===== src/rtl/pipe_stage_reg.sv =====
// Elastic pipeline stage register with valid/ready handshake, flush and optional skid entry.
// Define PIPE_STAGE_STATS_EN to add the saturating o_stall_cnt output.
module pipe_stage_reg #(
  parameter int unsigned CTRL_SIZE = 20,
  parameter int unsigned DATA_SIZE = 256,
  parameter int unsigned SKID      = 1
) (
  input  logic                 i_clk,
  input  logic                 i_reset,
  input  logic                 i_enable,
  input  logic                 i_flush,
  input  logic                 i_valid,
  output logic                 o_ready,
  input  logic [CTRL_SIZE-1:0] i_ctrl,
  input  logic [DATA_SIZE-1:0] i_data,
  output logic                 o_valid,
  input  logic                 i_ready,
  output logic [CTRL_SIZE-1:0] o_ctrl,
`ifdef PIPE_STAGE_STATS_EN
  output logic [15:0]          o_stall_cnt,
`endif
  output logic [DATA_SIZE-1:0] o_data
);

  logic                 r_h_v, r_s_v;
  logic [CTRL_SIZE-1:0] r_h_ctrl, r_s_ctrl;
  logic [DATA_SIZE-1:0] r_h_data, r_s_data;

  logic                 w_h_v_nxt, w_s_v_nxt;
  logic [CTRL_SIZE-1:0] w_h_ctrl_nxt, w_s_ctrl_nxt;
  logic [DATA_SIZE-1:0] w_h_data_nxt, w_s_data_nxt;

  logic w_accept, w_release, w_flush;

  // With a skid entry, o_ready depends only on a register, cutting the i_ready path.
  assign o_ready   = (SKID != 0) ? (i_enable & ~r_s_v) : (i_enable & (~r_h_v | i_ready));
  assign w_accept  = i_valid & o_ready & i_enable;
  assign w_release = r_h_v & i_ready & i_enable;
  assign w_flush   = i_flush & i_enable;

  assign o_valid = r_h_v;
  assign o_ctrl  = r_h_ctrl & {CTRL_SIZE{r_h_v}};
  assign o_data  = r_h_data;

  always_comb begin
    w_h_v_nxt    = r_h_v;
    w_h_ctrl_nxt = r_h_ctrl;
    w_h_data_nxt = r_h_data;
    w_s_v_nxt    = r_s_v;
    w_s_ctrl_nxt = r_s_ctrl;
    w_s_data_nxt = r_s_data;
    if (w_flush) begin
      w_h_v_nxt    = 1'b0;
      w_h_ctrl_nxt = '0;
      w_s_v_nxt    = 1'b0;
      w_s_ctrl_nxt = '0;
    end else if ((SKID != 0) && w_release && r_s_v) begin
      // o_ready is low while S is full, so no accept can collide with this move.
      w_h_v_nxt    = 1'b1;
      w_h_ctrl_nxt = r_s_ctrl;
      w_h_data_nxt = r_s_data;
      w_s_v_nxt    = 1'b0;
      w_s_ctrl_nxt = '0;
    end else if (w_accept) begin
      if ((SKID == 0) || !r_h_v || w_release) begin
        w_h_v_nxt    = 1'b1;
        w_h_ctrl_nxt = i_ctrl;
        w_h_data_nxt = i_data;
      end else begin
        w_s_v_nxt    = 1'b1;
        w_s_ctrl_nxt = i_ctrl;
        w_s_data_nxt = i_data;
      end
    end else if (w_release) begin
      w_h_v_nxt    = 1'b0;
      w_h_ctrl_nxt = '0;
    end
  end

  always_ff @(posedge i_clk) begin
    if (i_reset) begin
      r_h_v    <= 1'b0;
      r_h_ctrl <= '0;
      r_h_data <= '0;
      r_s_v    <= 1'b0;
      r_s_ctrl <= '0;
      r_s_data <= '0;
    end else begin
      r_h_v    <= w_h_v_nxt;
      r_h_ctrl <= w_h_ctrl_nxt;
      r_h_data <= w_h_data_nxt;
      r_s_v    <= w_s_v_nxt;
      r_s_ctrl <= w_s_ctrl_nxt;
      r_s_data <= w_s_data_nxt;
    end
  end

`ifdef PIPE_STAGE_STATS_EN
  logic [15:0] r_stall_cnt;

  always_ff @(posedge i_clk) begin
    if (i_reset) begin
      r_stall_cnt <= '0;
    end else if (r_h_v && !i_ready && i_enable && (r_stall_cnt != 16'hFFFF)) begin
      r_stall_cnt <= r_stall_cnt + 16'd1;
    end
  end

  assign o_stall_cnt = r_stall_cnt;
`endif

endmodule

===== config.mk =====
export PLATFORM = sky130hd
export DESIGN_NAME = pipe_stage_reg
export DESIGN_NICKNAME = d
export VERILOG_FILES = /design/src/rtl/pipe_stage_reg.sv
export SDC_FILE = /design/constraint.sdc
export NUM_CORES = 1
export LEC_CHECK = 0
export CAP_MARGIN = 20
export CELL_PAD_IN_SITES_DETAIL_PLACEMENT = 0
export CELL_PAD_IN_SITES_GLOBAL_PLACEMENT = 1
export CORE_ASPECT_RATIO = 1.75
export CORE_MARGIN = 2
export CORE_UTILIZATION = 38
export CTS_CLUSTER_DIAMETER = 50
export DETAILED_ROUTE_END_ITERATION = 7
export PLACE_DENSITY = 0.82
export SYNTH_ARGS = -nofsm -noshare
export SYNTH_HDL_FRONTEND = slang
export SYNTH_SLANG_ARGS = --single-unit

===== constraint.sdc =====
create_clock -name i_clk -period 4.5 [get_ports i_clk]
set_clock_uncertainty 0.1 [all_clocks]
set_input_delay 0.675 -clock i_clk [delete_from_list [all_inputs] [get_ports i_clk]]
set_output_delay 0.675 -clock i_clk [all_outputs]
set_load 0.01 [all_outputs]

Word-level counts from Yosys, hierarchy flattened:

Index checks and enable logic that the tools add are counted.

* register bits after elaboration: 554
* input port bits: 282
* output and inout bits: 278
* word-level logic and storage cells: 41

* equal/unequal tests: 1
* mux-type cells: 11
* bitwise gates (word level): 11
* reductions and logical operators: 12

Operators with widths (count)
* two-way mux 256 bit: 3
* two-way mux 20 bit: 4
* AND 20 bit: 1
* AND 1 bit: 6
* two-way mux 1 bit: 4
* NOT 1 bit: 4
* AND reduction 2 bit: 2
* AND reduction 4 bit: 1
* nonzero test 2 bit: 2
* inequality test 3 x 1 -> 1 bit, second input constant: 1
* AND reduction 3 bit: 1
* nonzero test 3 bit: 1
* OR reduction 3 bit: 1
* OR reduction 2 bit: 1
* logical AND 1 bit: 1
* logical NOT 1 bit: 1
* logical OR 1 bit: 1

Depth between registers and ports, before layout:

* word-level depth: 6
* gate-level depth with buffers: 9

Worst setup path after synthesis:

OpenSTA, ideal clock, no wires.

* path type: in2reg
* start point: in i_enable
* end point: reg r_s_data[100]
* library setup time: 132 ps
* arrival time: 1774 ps
* data required time: 4268 ps
* setup slack: 2494 ps
* stages: 9
* buffers on the path: 5
* cells stage by stage: buf_2 > and3b_1 > buf_2 > and3_1 > buf_2 > buf_6 > buf_4 > nand2_1 > a21oi_1

* word-level cells in the longest chain between the ends: 4
* elaborated cells between the ends (all ways): 11
* those cells by class: bitwise: 8; reduce/logical: 3

RTL lines
* start, declared: RTL line 10 `input logic i_enable,`
* AND 1 bit (on tied branches): RTL line 36, 38
* AND 1 bit, or another cell as far along: RTL line 37 `assign w_accept = i_valid & o_ready & i_enable;`
* AND 1 bit or NOT 1 bit (tied branches)
* AND reduction 4 bit (no line) (*)
* end signal, assigned: RTL line 94 `r_s_data <= w_s_data_nxt;`
* end, declared: RTL line 27 `logic [DATA_SIZE-1:0] r_h_data, r_s_data;`

Every way passes the cells marked *; elsewhere a longest branch is shown, timed or not.
A chain may end at the register's enable or synchronous reset.

Final worst setup path:

* start point: reg r_h_v (netlist: o_valid)
* end point: out o_ctrl[18]

* word-level cells in the longest chain between the ends: 1

RTL lines
* start, declared: RTL line 25 `logic r_h_v, r_s_v;`
* start signal, assigned: RTL line 89 `r_h_v <= w_h_v_nxt;`
* AND 20 bit: RTL line 42 `assign o_ctrl = r_h_ctrl & {CTRL_SIZE{r_h_v}};`
* end, declared: RTL line 18 `output logic [CTRL_SIZE-1:0] o_ctrl,`

No other way between the ends.

==> results.yml <==
run_status:
  status: "completed"
routing:
  ant_nets: 0
  viasPerCell: 5.158
  wl_per_cell_um: 17.87
  drcViolationCount: 0
  drt_first_pass_iters: 6
  vias: 20510
  wl_um: 71050
  drt_iter0_drc: 1318
clocking:
  hold_buffers: 0
  cts_tree: "built"
  cts_buffer_depth: 3
  cts.sinks: 554
  root_buffer: "clkbuf_16"
  h-tree-depth: 2
  clkTransAtPathRegs_ns: 0.07
  cts_setup_buffers: 0
  ctsResizeCount: 0
  clock_latency_ns: 0.58
  cts_made_buffers: 51
floorplanning:
  core-area_um2: 57040
  die-area_um2: 59440
  die_x_um: 185.2
  die_y_um: 321.0
  row_count: 116
  ios: 560
  initial_core_util: 0.3826
logic_synthesis:
  ys_seq_area_frac: 0.5082
  yosysWarningCount: 0
  yosysUniqueCellTypes: 26
  syn_area_per_cell_um2: 7.907
  synthCells: 2760
  synth_nets: 3042
  ys_ff_latch: 554
  synthesis.area_um2: 21820
power_and_ir_drop:
  power_mw: 10.69
  comb_power_share: 0.102
  netSwitchingFraction: 0.2372
  power.switching_mw: 2.536
  pwr-share-seq: 0.480
  max-vdd-ir-drop_v: 0.0002988
  power.density_nw_per_um2: 366.8
  p_clk_frac: 0.418
  total_leakage_power_nw: 9.927
  p_int_mw: 8.155
timing:
  whs_ns: 0.3532
  hold_viol_final: 0
  relSlewSlack: 0.3359
  maxSlewViolCount: 0
  setup_violations: 0
  worst_slew_pin_slew_ns: 0.9962
  setup_tns_ns: 0
  rsz0062_at_grt: "no"
  period_minus_slack_ns: 3.025
  max_freq_mhz: 330.5
  fin_ws_ns: 1.475
  fin_crit_sh: 0.6723
flow_run:
  cap_viol_max_count: 0
worst_setup_path:
  crit_fanout: 26
  ff2ff_path_depth: 5
  critPathKind: "flop to output pin"
  critPathCaptureType: "output pin"
  cp-startpoint: "o_valid$_SDFFE_PP0P_"
  regToRegStartpoint: "o_valid$_SDFFE_PP0P_"
  arrival_ns: 2.25
  r2r_slack_ns: 1.63
  rr_endpoint: "o_data[20]$_SDFFE_PP0P_"
  cp_slowest_stage_delay_ns: 0.83
  crit_slowest_cell: "dfxtp_1"
  cp-start-kind: "flop"
  cp_cell_sequence: "and2_1 -> clkdlybuf4s50_1"
  crit_path_end: "o_ctrl[18]"
  crit_required_ns: 3.72
cells_and_area:
  stdcell_count: 3975
  syn2layout_area_growth_pct: 33.54
  finalNetCount: 3442
  final_core_util: 0.5110
  design_area_um2: 29150
  drive_gt1_frac: 0.03939
grt:
  antenna_found_initial: 11
  grt_pass1_wl_um: 108700
  grt_usage: 0.2289
  grt-ovfl-total: 0
  grt_pass1_vias: 19560
  grt_max_degree: 140
place:
  placed_area_um2: 27430
  post-dp-hpwl_um: 47070
  placedCellCount: 3874
  place_congestion: 0.8229
  port_buffers: 559
  pre_cts_slack_ns: 1.367
min_path:
  min_path_type: "flop to flop"
==> metal layers <==
metal | vias up | GRT usage | routed length (um)
met5 | - | 0 | 21
met4 | 4 | 0.1044 | 3005
met3 | 136 | 0.05956 | 5329
met2 | 645 | 0.4064 | 35830
met1 | 9654 | 0.2529 | 26860
li1 | 10070 | - | -
==> logic make-up (layout without fill, tap and decap cells) <==
family                 after synthesis  count (layout)  synth area share
other                                0               9                 0
buffers and inverters              250             689           0.07029
AND/OR/NAND/NOR                   1397            1397            0.2451
AO/OA/AOI/OAI                      559             559            0.1764
flip-flops                         554             554            0.5082
==> worst min path at each step <==
stage / depth (start not counted) / start / end / slack (ns)
after global placement: 2 / r_s_data[31]$_SDFFE_PP0P_ / r_s_data[31]$_SDFFE_PP0P_ / 0.34
final: 2 / r_s_data[86]$_SDFFE_PP0P_ / r_s_data[86]$_SDFFE_PP0P_ / 0.35
after global routing: 2 / r_s_data[23]$_SDFFE_PP0P_ / r_s_data[23]$_SDFFE_PP0P_ / 0.37
after floorplan: 2 / r_s_ctrl[7]$_SDFFE_PP0P_ / r_s_ctrl[7]$_SDFFE_PP0P_ / 0.33
after detailed placement: 2 / r_s_data[54]$_SDFFE_PP0P_ / r_s_data[54]$_SDFFE_PP0P_ / 0.35
after CTS: 2 / r_s_data[54]$_SDFFE_PP0P_ / r_s_data[54]$_SDFFE_PP0P_ / 0.36
==> layout make-up <==
cell class              instances  area (um^2)
fillers                      5396        27890
clock inverters                19        205.2
repair buffers                596         6128
flip-flops and latches        554        11090
diodes                          9        22.52
inverters                       1        3.754
clock buffers                  73         1491
multi-input cells            1956         9244
well taps                     767        959.7
==> flip-flops by register name, summed over array words and instances (netlist names) <==
register	count
o_valid	1
r_h_ctrl	20
r_s_ctrl	20
r_s_v	1
r_s_data	256
o_data	256
==> worst max-delay path: cells and delay by family, from the launching register on <==
| kind | cells | cell delay (ns) |
|---|---|---|
| buffers and inverters | 1 | 0.56 |
| DFF | 1 | 0.83 |
| and+or+nand+nor | 1 | 0.28 |
==> synth_stat cells <==
master	count	area, um^2
buf_6	54	608.1
o2111a_1	1	11.26
and3_1	2	12.51
or2_2	1	6.260
and2_1	21	131.4
a311oi_1	256	2242
nor2b_1	2	12.51
o21a_1	1	7.510
a221oi_1	20	175.2
buf_2	67	335.3
and3b_1	1	8.760
nor2_1	280	1051
a21oi_1	277	1386
nor3b_1	1	7.510
nor3_1	20	100.1
dfxtp_1	554	11090
nand2_1	1066	4001
o21ai_0	1	5.000
a21o_1	3	22.52
buf_4	28	210.2
and2_4	1	8.760
clkbuf_2	1	5.000
nand3_1	2	10.01
clkbuf_1	98	367.9
buf_1	1	3.750
inv_1	1	3.750
==> cells in the final DEF, fill, tap and decap left out, types with 2 or more instances in the layout <==
cell | netlist | layout
clkbuf_1 | 98 | 11
dfxtp_1 | 554 | 554
nand3_4 | 0 | 2
buf_12 | 0 | 20
nor3_1 | 20 | 20
bufinv_16 | 0 | 4
nand2_1 | 1066 | 1066
a21o_1 | 3 | 3
inv_6 | 0 | 2
and3_4 | 0 | 2
a311oi_1 | 256 | 256
diode_2 | 0 | 9
clkbuf_8 | 0 | 9
and2_1 | 21 | 21
clkbuf_16 | 0 | 53
nor2_1 | 280 | 280
a221oi_1 | 20 | 20
buf_4 | 28 | 17
clkdlybuf4s50_1 | 0 | 558
nor2b_1 | 2 | 2
clkinv_2 | 0 | 12
a21oi_1 | 277 | 277
==> power groups by stage <==
stage / clock, mW / sequential, mW / combinational [mW]
2_1_floorplan: 0 / 5.28 / 0.402
3_3_place_gp: 0 / 5.24 / 1.08
3_5_place_dp: 0 / 5.25 / 1.09
6_report: 4.47 / 5.13 / 1.09
5_1_grt: 4.75 / 5.15 / 1.18
4_1_cts: 4.58 / 5.14 / 1.09
(Power assumes the default switching activity.)
